--- src/rtl/delay_ctrl_pkg.sv ---
// Shared types and helpers for the IDELAY scan sequencer.
// Holds the scan FSM encoding, default scan constants and tap arithmetic helpers.
package delay_ctrl_pkg;

  typedef enum logic [3:0] {
    S_IDLE,
    S_SEL,
    S_SET,
    S_WAITRDY,
    S_CLR,
    S_WAITCNT,
    S_CHECK,
    S_CENTER,
    S_WAITCTR,
    S_NEXT,
    S_DONE
  } scan_state_e;

  localparam int unsigned STEP_DEF      = 8;
  localparam int unsigned TRANS_CNT_DEF = 16;
  localparam int unsigned TIMEOUT_DEF   = 4096;
  localparam int unsigned ERRCNT_W      = 16;

  function automatic int unsigned mid_scale(input int unsigned w);
    return 32'd1 << (w - 32'd1);
  endfunction

  function automatic int unsigned sat_max(
    input int unsigned v,
    input int unsigned w
  );
    int unsigned m;
    m = (32'd1 << w) - 32'd1;
    return (v > m) ? m : v;
  endfunction

endpackage

--- src/rtl/delay_scan_ctrl_mc_mon.sv ---
// Per-channel P/N word monitor: bit-error and transition detection.
// Builds the saturating error counter only when DELAY_CTRL_ERRCNT_EN is defined.
module dly_ch_mon
  import delay_ctrl_pkg::*;
#(
  parameter int DATA_W = 8
) (
  input  logic                clk160,
  input  logic                totalCounterResetb_manual,
  input  logic [DATA_W-1:0]   d_p,
  input  logic [DATA_W-1:0]   d_n,
  input  logic                cnt_en,
  input  logic                cnt_clr,
  output logic                err,
  output logic                trans,
  output logic [ERRCNT_W-1:0] err_cnt
);

  logic prev_b0_q;

  // N carries the complement of P when sampled cleanly
  assign err = |(~(d_p ^ d_n));

  assign trans = (|(d_p[DATA_W-1:1] ^ d_p[DATA_W-2:0]))
               | (prev_b0_q ^ d_p[DATA_W-1]);

  always_ff @(posedge clk160 or negedge totalCounterResetb_manual) begin
    if (!totalCounterResetb_manual) begin
      prev_b0_q <= 1'b0;
    end else begin
      prev_b0_q <= d_p[0];
    end
  end

`ifdef DELAY_CTRL_ERRCNT_EN
  logic [ERRCNT_W-1:0] cnt_q, cnt_d;

  always_comb begin
    cnt_d = cnt_q;
    if (cnt_clr) begin
      cnt_d = '0;
    end else if (cnt_en && err && (cnt_q != '1)) begin
      cnt_d = cnt_q + 1'b1;
    end
  end

  always_ff @(posedge clk160 or negedge totalCounterResetb_manual) begin
    if (!totalCounterResetb_manual) begin
      cnt_q <= '0;
    end else begin
      cnt_q <= cnt_d;
    end
  end

  assign err_cnt = cnt_q;
`else
  logic unused_cnt;
  assign unused_cnt = cnt_en ^ cnt_clr;
  assign err_cnt    = '0;
`endif

endmodule

--- src/rtl/delay_scan_ctrl_mc.sv ---
// Multi-channel IDELAY auto-alignment: scans P/N taps per channel, centres P in the widest clean window.
// Define DELAY_CTRL_ERRCNT_EN to build the post-alignment bit_align_errors counters.
module delay_scan_ctrl_mc
  import delay_ctrl_pkg::*;
#(
  parameter int N_CH      = 4,
  parameter int DATA_W    = 8,
  parameter int DLY_W     = 9,
  parameter int STEP      = STEP_DEF,
  parameter int N_OFFSET  = 8,
  parameter int TRANS_CNT = TRANS_CNT_DEF,
  parameter int TIMEOUT   = TIMEOUT_DEF
) (
  input  logic                       clk160,
  input  logic                       totalCounterResetb_manual,
  input  logic                       start,
  input  logic [N_CH*DATA_W-1:0]     d_out_p,
  input  logic [N_CH*DATA_W-1:0]     d_out_n,
  input  logic [N_CH-1:0]            delay_ready_p,
  input  logic [N_CH-1:0]            delay_ready_n,
  output logic [N_CH*DLY_W-1:0]      delay_target_p,
  output logic [N_CH*DLY_W-1:0]      delay_target_n,
  output logic                       busy,
  output logic                       done,
  output logic [N_CH-1:0]            align_ok,
  output logic [N_CH*DLY_W-1:0]      eye_width,
  output logic                       waiting_for_transitions,
  output logic [N_CH*ERRCNT_W-1:0]   bit_align_errors,
  input  logic                       reset_counters
);

  localparam int CH_W  = (N_CH > 1) ? $clog2(N_CH) : 1;
  localparam int RUN_W = DLY_W + 1;
  localparam int CNT_W = $clog2(TRANS_CNT + 1);
  localparam int TMO_W = $clog2(TIMEOUT + 1);

  localparam logic [DLY_W-1:0] MID_V    = DLY_W'(mid_scale(DLY_W));
  localparam logic [DLY_W-1:0] SCAN_TOP = DLY_W'((1 << DLY_W) - STEP);
  localparam logic [DLY_W-1:0] STEP_V   = DLY_W'(STEP);
  localparam logic [CNT_W-1:0] CNT_LAST = CNT_W'(TRANS_CNT - 1);
  localparam logic [TMO_W-1:0] TMO_V    = TMO_W'(TIMEOUT);

  scan_state_e state_q, state_d;

  logic [CH_W-1:0]  ch_q, ch_d;
  logic [DLY_W-1:0] scan_pos_q, scan_pos_d;
  logic [DLY_W-1:0] max_loc_q, max_loc_d;
  logic [RUN_W-1:0] run_q, run_d;
  logic [RUN_W-1:0] max_run_q, max_run_d;
  logic [RUN_W-1:0] run_n;
  logic [CNT_W-1:0] cnt_q, cnt_d;
  logic [TMO_W-1:0] tmo_q, tmo_d;
  logic             err_flag_q, err_flag_d;
  logic             wft_q, wft_d;
  logic             start_q;

  logic [N_CH-1:0][DLY_W-1:0] tgt_p_q, tgt_p_d;
  logic [N_CH-1:0][DLY_W-1:0] tgt_n_q, tgt_n_d;
  logic [N_CH-1:0][DLY_W-1:0] eye_q, eye_d;
  logic [N_CH-1:0]            ok_q, ok_d;

  logic [N_CH-1:0] err_v, trans_v;
  logic            err_a, trans_a, rdy_a, start_rise;
  int unsigned     width_i, centre_i;

  for (genvar i = 0; i < N_CH; i++) begin : g_mon
    dly_ch_mon #(
      .DATA_W(DATA_W)
    ) u_mon (
      .clk160                    (clk160),
      .totalCounterResetb_manual (totalCounterResetb_manual),
      .d_p                       (d_out_p[i*DATA_W +: DATA_W]),
      .d_n                       (d_out_n[i*DATA_W +: DATA_W]),
      .cnt_en                    (!busy && ok_q[i]),
      .cnt_clr                   (reset_counters),
      .err                       (err_v[i]),
      .trans                     (trans_v[i]),
      .err_cnt                   (bit_align_errors[i*ERRCNT_W +: ERRCNT_W])
    );
  end

  assign err_a      = err_v[ch_q];
  assign trans_a    = trans_v[ch_q];
  assign rdy_a      = delay_ready_p[ch_q] && delay_ready_n[ch_q];
  assign start_rise = start && !start_q;

  assign width_i  = 32'(max_run_q) * 32'(STEP);
  assign centre_i = 32'(max_loc_q) + (width_i >> 1);

  always_ff @(posedge clk160 or negedge totalCounterResetb_manual) begin
    if (!totalCounterResetb_manual) begin
      state_q    <= S_IDLE;
      ch_q       <= '0;
      scan_pos_q <= '0;
      max_loc_q  <= '0;
      run_q      <= '0;
      max_run_q  <= '0;
      cnt_q      <= '0;
      tmo_q      <= '0;
      err_flag_q <= 1'b0;
      wft_q      <= 1'b1;
      start_q    <= 1'b0;
      tgt_p_q    <= '0;
      tgt_n_q    <= '0;
      eye_q      <= '0;
      ok_q       <= '0;
    end else begin
      state_q    <= state_d;
      ch_q       <= ch_d;
      scan_pos_q <= scan_pos_d;
      max_loc_q  <= max_loc_d;
      run_q      <= run_d;
      max_run_q  <= max_run_d;
      cnt_q      <= cnt_d;
      tmo_q      <= tmo_d;
      err_flag_q <= err_flag_d;
      wft_q      <= wft_d;
      start_q    <= start;
      tgt_p_q    <= tgt_p_d;
      tgt_n_q    <= tgt_n_d;
      eye_q      <= eye_d;
      ok_q       <= ok_d;
    end
  end

  always_comb begin
    state_d    = state_q;
    ch_d       = ch_q;
    scan_pos_d = scan_pos_q;
    max_loc_d  = max_loc_q;
    run_d      = run_q;
    max_run_d  = max_run_q;
    run_n      = '0;
    cnt_d      = cnt_q;
    tmo_d      = tmo_q;
    err_flag_d = err_flag_q;
    wft_d      = wft_q;
    tgt_p_d    = tgt_p_q;
    tgt_n_d    = tgt_n_q;
    eye_d      = eye_q;
    ok_d       = ok_q;

    unique case (state_q)
      S_IDLE: begin
        if (start_rise) begin
          ch_d    = '0;
          state_d = S_SEL;
        end
      end
      S_SEL: begin
        scan_pos_d = SCAN_TOP;
        run_d      = '0;
        max_run_d  = '0;
        max_loc_d  = '0;
        state_d    = S_SET;
      end
      S_SET: begin
        tgt_p_d[ch_q] = scan_pos_q;
        tgt_n_d[ch_q] = DLY_W'(sat_max(32'(scan_pos_q) + 32'(N_OFFSET), DLY_W));
        state_d       = S_WAITRDY;
      end
      S_WAITRDY: begin
        if (rdy_a) state_d = S_CLR;
      end
      S_CLR: begin
        err_flag_d = 1'b0;
        cnt_d      = '0;
        tmo_d      = TMO_V;
        state_d    = S_WAITCNT;
      end
      S_WAITCNT: begin
        wft_d = !trans_a;
        if (trans_a) begin
          tmo_d = TMO_V;
          if (err_a) err_flag_d = 1'b1;
          if (cnt_q == CNT_LAST) begin
            wft_d   = 1'b0;
            state_d = S_CHECK;
          end else begin
            cnt_d = cnt_q + 1'b1;
          end
        end else if (tmo_q == TMO_W'(1)) begin
          // dead link: park mid-scale and give up on this channel
          wft_d         = 1'b0;
          ok_d[ch_q]    = 1'b0;
          eye_d[ch_q]   = '0;
          tgt_p_d[ch_q] = MID_V;
          tgt_n_d[ch_q] = MID_V;
          state_d       = S_NEXT;
        end else begin
          tmo_d = tmo_q - 1'b1;
        end
      end
      S_CHECK: begin
        run_n = err_flag_q ? '0 : run_q + 1'b1;
        run_d = run_n;
        // descending scan, so >= lets the lower-delay window win ties
        if (run_n >= max_run_q) begin
          max_run_d = run_n;
          max_loc_d = scan_pos_q;
        end
        if (scan_pos_q == '0) begin
          state_d = S_CENTER;
        end else begin
          scan_pos_d = scan_pos_q - STEP_V;
          state_d    = S_SET;
        end
      end
      S_CENTER: begin
        if (max_run_q == '0) begin
          ok_d[ch_q]    = 1'b0;
          eye_d[ch_q]   = '0;
          tgt_p_d[ch_q] = MID_V;
          tgt_n_d[ch_q] = MID_V;
        end else begin
          ok_d[ch_q]    = 1'b1;
          eye_d[ch_q]   = DLY_W'(sat_max(width_i, DLY_W));
          tgt_p_d[ch_q] = DLY_W'(sat_max(centre_i, DLY_W));
          tgt_n_d[ch_q] = DLY_W'(sat_max(centre_i, DLY_W));
        end
        state_d = S_WAITCTR;
      end
      S_WAITCTR: begin
        if (rdy_a) state_d = S_NEXT;
      end
      S_NEXT: begin
        if (ch_q == CH_W'(N_CH - 1)) begin
          state_d = S_DONE;
        end else begin
          ch_d    = ch_q + 1'b1;
          state_d = S_SEL;
        end
      end
      S_DONE: begin
        state_d = S_IDLE;
      end
      default: begin
        state_d = S_IDLE;
      end
    endcase
  end

  assign busy                    = (state_q != S_IDLE);
  assign done                    = (state_q == S_DONE);
  assign delay_target_p          = tgt_p_q;
  assign delay_target_n          = tgt_n_q;
  assign eye_width               = eye_q;
  assign align_ok                = ok_q;
  assign waiting_for_transitions = wft_q;

endmodule
--- config.mk ---
export PLATFORM = sky130hd
export DESIGN_NAME = delay_scan_ctrl_mc
export DESIGN_NICKNAME = d
export VERILOG_FILES = /design/src/rtl/delay_ctrl_pkg.sv /design/src/rtl/delay_scan_ctrl_mc_mon.sv /design/src/rtl/delay_scan_ctrl_mc.sv
export SDC_FILE = /design/constraint.sdc
export NUM_CORES = 1
export LEC_CHECK = 0
export ABC_AREA = 1
export CORE_AREA = 2 2 175 177
export CTS_CLUSTER_DIAMETER = 50
export DETAILED_ROUTE_END_ITERATION = 6
export DIE_AREA = 0 0 177 179
export PLACE_DENSITY = 0.71
export SLEW_MARGIN = 20
export SYNTH_ARGS = -nofsm -noshare
export SYNTH_HDL_FRONTEND = slang
export SYNTH_SLANG_ARGS = --single-unit
--- constraint.sdc ---
create_clock -name clk160 -period 5 [get_ports clk160]
set_input_delay 1 -clock clk160 [delete_from_list [all_inputs] [get_ports clk160]]
set_output_delay 1 -clock clk160 [all_outputs]
set_load 0.005 [all_outputs]
======== After elaboration in Yosys (flattened, before gate mapping) ========
Index checks and enable logic that the tools add are counted.
word-level totals
  bits in registers ....................... 181
  output and inout port bits .............. 179
  logic and storage cells ................. 197
cells by class
  add/subtract/negate cells ............... 7
  $lt $le $gt $ge ......................... 6
  equality and inequality tests ........... 27
  multiplexer cells ....................... 68
  bitwise gates (word level) .............. 30
  reduce and logical (&&, ||, !) cells .... 31
operators with widths
  kind                   number
  $mux W36               9
  $pmux W36 S3           2
  $bwmux W36             5
  $pmux W36 S2           1
  $and A32 B32 Y32       2
  $mux W9                6
  $mux W4                10
  $pmux W10 S2           2
  $pmux W4 S10           1
  $and A36 B36 Y36       1
  $not A36 Y36           1
  $pmux W9 S2            2
  $not A32 Y32           1
  $not A8 Y8             4
  $reduce_or A8 Y1       4
  $xor A8 B8 Y8          4
  $reduce_or A7 Y1       4
  $xor A7 B7 Y7          4
  $gt A13 B9 Y1 const B  2
  $mux W13               2
  $pmux W13 S2           1
  $ne A2 B2 Y1 const B   11
  $mux W10               2
  $demux W9 S2           1
  45 further kinds       87

======== Logic depth before layout (Yosys ltp) ========
  word-level depth ........................ 9
  depth in mapped cells ................... 19

======== By module ========
From an unflattened synthesis, not the netlist that was laid out.
second synthesis, totals
  cells, all modules ...................... 1513
  area total of the unflattened synthesis .. 10914.2 um^2
by module, submodules not included
  module              times used  cells each  area each (um^2)  sequential area each (um^2)
  delay_scan_ctrl_mc  1           1209        9437.8            4305.4
  dly_ch_mon          4           76          369.1             25.0

======== Least setup slack after synthesis ========
No wires, ideal clock.
  kind .................................... register -> register
  from .................................... reg run_q[2]
  to ...................................... reg max_loc_q[6]
  setup time .............................. 133 ps
  arrival ................................. 2449 ps
  required time ........................... 4867 ps
  setup slack ............................. 2417 ps
  stages on the path, launching flop included .. 19
  buffers on the path ..................... 1
  cell sequence ........................... dfrtp_1 nand3_1 nor2_1 nand3_1 nor3_1 nand3_1 nand3_1 inv_1 ha_1 nand2_1 nor2_1 o211ai_1 nand4_1 nand2_1 nand2_1 inv_1 buf_2 nand2_1 o21ai_0
on the way
  cells in the longest elaborated chain, start to end .. 5
ends and longest elaborated chain
  item                                RTL line                   RTL
  start: declaration                  delay_scan_ctrl_mc.sv:48   logic [RUN_W-1:0] run_q, run_d;
  start signal: assignment            delay_scan_ctrl_mc.sv:112  run_q <= run_d;
  $add A10 B1 Y10                     delay_scan_ctrl_mc.sv:195  run_n = err_flag_q ? '0 : run_q + 1'b1;
  $mux W10                            delay_scan_ctrl_mc.sv:195
  $ge A10 B10 Y1                      delay_scan_ctrl_mc.sv:198  if (run_n >= max_run_q) begin
  $ne A2 B2 Y1 (no source line)       --
  $reduce_and A2 Y1 (no source line)  --
  end signal: assignment              delay_scan_ctrl_mc.sv:111  max_loc_q <= max_loc_d;
  end: declaration                    delay_scan_ctrl_mc.sv:47   logic [DLY_W-1:0] max_loc_q, max_loc_d;
Every way passes these cells.
A chain may end at the register's enable or synchronous reset.

======== Worst setup path after layout ========
  from .................................... reg run_q[2]
  to ...................................... reg max_run_q[8]
on the way
  cells in the longest elaborated chain, start to end .. 5
  elaborated cells between the ends (all ways) .. 7
  classes of those cells .................. add/sub: 1; order compare: 1; eq/ne: 1; mux: 3; reduce/logical: 1
ends and longest elaborated chain
  item                                RTL line                   RTL
  $add A10 B1 Y10 *                   delay_scan_ctrl_mc.sv:195
  $mux W10 *                          delay_scan_ctrl_mc.sv:195
  $ge A10 B10 Y1                      delay_scan_ctrl_mc.sv:198
  $ne A2 B2 Y1 (no source line)       --
  $reduce_and A2 Y1 (no source line)  --
  end signal: assignment              delay_scan_ctrl_mc.sv:113  max_run_q <= max_run_d;
  end: declaration                    delay_scan_ctrl_mc.sv:49   logic [RUN_W-1:0] max_run_q, max_run_d;
Every way passes the cells marked *; elsewhere a longest branch is shown, timed or not. The select of a mux whose other input is x is not followed.

==> metrics <==
status=finished clean; CTS Buffer Depth=2; Switching Fraction=39.55%; Worst-path clk slew=0.07 ns; vias in the first global route=9,127; number of remaining DRC errors=0; total wire length=29,310 µm; DP Area=12,310 µm²; synth cell count leaders=nand2_1, dfrtp_1, inv_1; fill cell count=2,985; post-synth cell types=44; total track usage=18.68%; synthesized flop and latch total=175; worst slew pin tran=1.038 ns; Synth area leaders=dfrtp_1, nand2_1, buf_4; final worst-path cycle share=69.52%; # H-tree levels=4; layout cells sized above 1=5.076%; average wire per standard cell=14.86 µm; DRT Pass-1 Iters=5; total negative setup slack=0 ns; max_cap viols=0; Rows=64; Sequential Power Share=35.0%; initial antenna violation count=0; Post-DP HPWL=22,150 µm; Setup Fix Bufs, Post-CTS=0; combinational power share=42.5%; CP Max Fanout=14; CTS tree=yes; core box area=30,030 µm²; Layout Cells excl Fill=1,972; IO buf count=189; starting density of the core=34.29%; num ports=255; startpoint types=register; post-layout utilization of the core=43.00%; RSZ-0062 raised after global routing=false; Peak supply drop=0.0002531 V; Max transition margin=30.08%; gr ovfl total=0; skew final=0.01250 ns; die area=31,680 µm²; Worst Path Required=5.31 ns; Leak=6.534 nW; Clk pwr share=22.5%; first-iteration detailed-routing DRC count=774; ANT nets after route=0; Syn Area/Cell=7.472 µm²; P&R area growth vs syn=25.42%; number of gates resized after cts=0; placed cells=1,940; Setup CP Type=reg -> reg; TritonCTS buffer count=17; Syn. warnings=0; Tmin final=3.476 ns; post-synthesis instance total=1,378; FMAX=287.7 MHz; first-pass GRT wire length=47,060 µm; Min Hold Slack=0.4773 ns; global placement routability congestion=0.9032; largest net degree at the start of global routing=110; max-slew violations=0; hold_buf cts=0; switching power=2.378 mW; worst-skew pair later-pin latency=0.44 ns; # setup viols final=0; Async S/R FF share, synth=100.0%; n_diodes=0; PwrDens=465.6 nW/µm²; worst hold path class=reg -> reg; Vias=9,640; final hold vios=0; Post-synth EDFFs=0; Synth top area share=42.29%; Root Driver=clkbuf_16; synthesized cell area=10,300 µm²; Crit. End Element=register; CTS sink count=175; Final #Nets=1,666; most frequent cell after synthesis=nand2_1; Yosys top cell by area=dfrtp_1; die width=177 µm; Seq/Total Area, Yosys=42.54%; finished layout cell area=12,910 µm²; Die Ht=179 µm; Worst EP arrival=3.78 ns; prevailing post-synth register cell=dfrtp_1; Pint=3.635 mW; vias per cell=4.888
## routing by layer
layer / track usage (%) / up-vias / routed length (µm)
met2: 31.99 / 325 / 14460
li1: - / 4687 / -
met1: 23.49 / 4572 / 12280
met3: 2.863 / 56 / 1735
met5: 0 / - / 0
met4: 7.748 / 0 / 838
## layout by cell type, fill, tap and decap left out, drive strengths merged, types with 14 or more instances in the layout
| master | count |
|---|---|
| a21oi | 29 |
| a22oi | 15 |
| clkbuf | 18 |
| clkdlybuf4s50 | 188 |
| conb | 64 |
| dfrtp | 174 |
| ha | 27 |
| inv | 133 |
| nand2 | 493 |
| nand3 | 105 |
| nor2 | 116 |
| nor3 | 14 |
| o21ai | 89 |
| xor2 | 16 |
## per-stage QoR
| stage | power [mW] | setup WS [ns] |
|---|---|---|
| 2_1_floorplan | 3.504 | 2.417 |
| 3_3_place_gp | 4.601 | 1.657 |
| 3_5_place_dp | 4.667 | 1.613 |
| 4_1_cts | 6.038 | 1.560 |
| 5_1_grt | 6.433 | 1.205 |
| 6_report | 6.013 | 1.524 |
## worst max-delay path, cell delays in order (launching register included)
cell and delay, ns:
dfrtp_1 0.41, nand3_1 0.12, nor2_1 0.19, nand3_1 0.15, nor3_1 0.29, nand3_1 0.11, nand3_1 0.17, inv_1 0.06
ha_1 0.31, a21oi_1 0.15, o21a_1 0.13, nand4_1 0.09, nand2_1 0.36, nand2_1 0.29, inv_1 0.37, o21ai_0 0.15
## sequential cells by signal, indices dropped and copies added, names as in the netlist
| signal | flops |
|---|---|
| err_flag_q | 1 |
| run_q | 10 |
| max_run_q | 10 |
| eye_width | 36 |
| delay_target_p | 36 |
| state_q | 4 |
| scan_pos_q | 6 |
| max_loc_q | 6 |
| align_ok | 4 |
| cnt_q | 5 |
| start_q | 1 |
| g_mon.u_mon.prev_b0_q | 4 |
| tmo_q | 13 |
| waiting_for_transitions | 1 |
| ch_q | 2 |
| delay_target_n | 36 |
## final timing paths
check,from,to,slack [ns],depth (start not counted)
setup / recovery,run_q[2],max_run_q[8],1.52,15
hold / removal,eye_width[0],eye_width[0],0.48,2
setup reg to reg,run_q[2],max_run_q[8],1.52,15
hold reg to reg,eye_width[0],eye_width[0],0.48,2
max in group asynchronous,totalCounterResetb_manual,waiting_for_transitions,3.32,2
min in group asynchronous,totalCounterResetb_manual,delay_target_p[23],0.65,1
## kinds of logic after synthesis
family	Yosys count	share of synthesized area [%]
compound gates	166	9.588
xor+xnor	29	2.467
fa+ha+maj	27	3.281
buf+inv	219	10.92
flops	175	42.54
mux	1	0.09722
other cells	1	0.03642
simple gates	760	31.06
## power by group through the flow
stage | sequential, mW | combinational (mW) | clock, mW
3_5_place_dp | 2.13 | 2.54 | 0
3_3_place_gp | 2.11 | 2.49 | 0
4_1_cts | 2.10 | 2.56 | 1.38
6_report | 2.10 | 2.56 | 1.35
2_1_floorplan | 2.08 | 1.42 | 0
5_1_grt | 2.15 | 2.84 | 1.44
## final cells by class
cell class / count / area (µm²) / share of cell area (%)
Clock inverter: 15 / 175.2 / 1.356
Inverter: 129 / 484.2 / 3.750
Multi-Input combinational cell: 1047 / 5027 / 38.93
Sequential cell: 175 / 4380 / 33.92
Tap cell: 396 / 495.5 / 3.837
Timing Repair Buffer: 193 / 1926 / 14.91
Clock buffer: 17 / 425.4 / 3.294
Power figures use the tool's default switching activity.
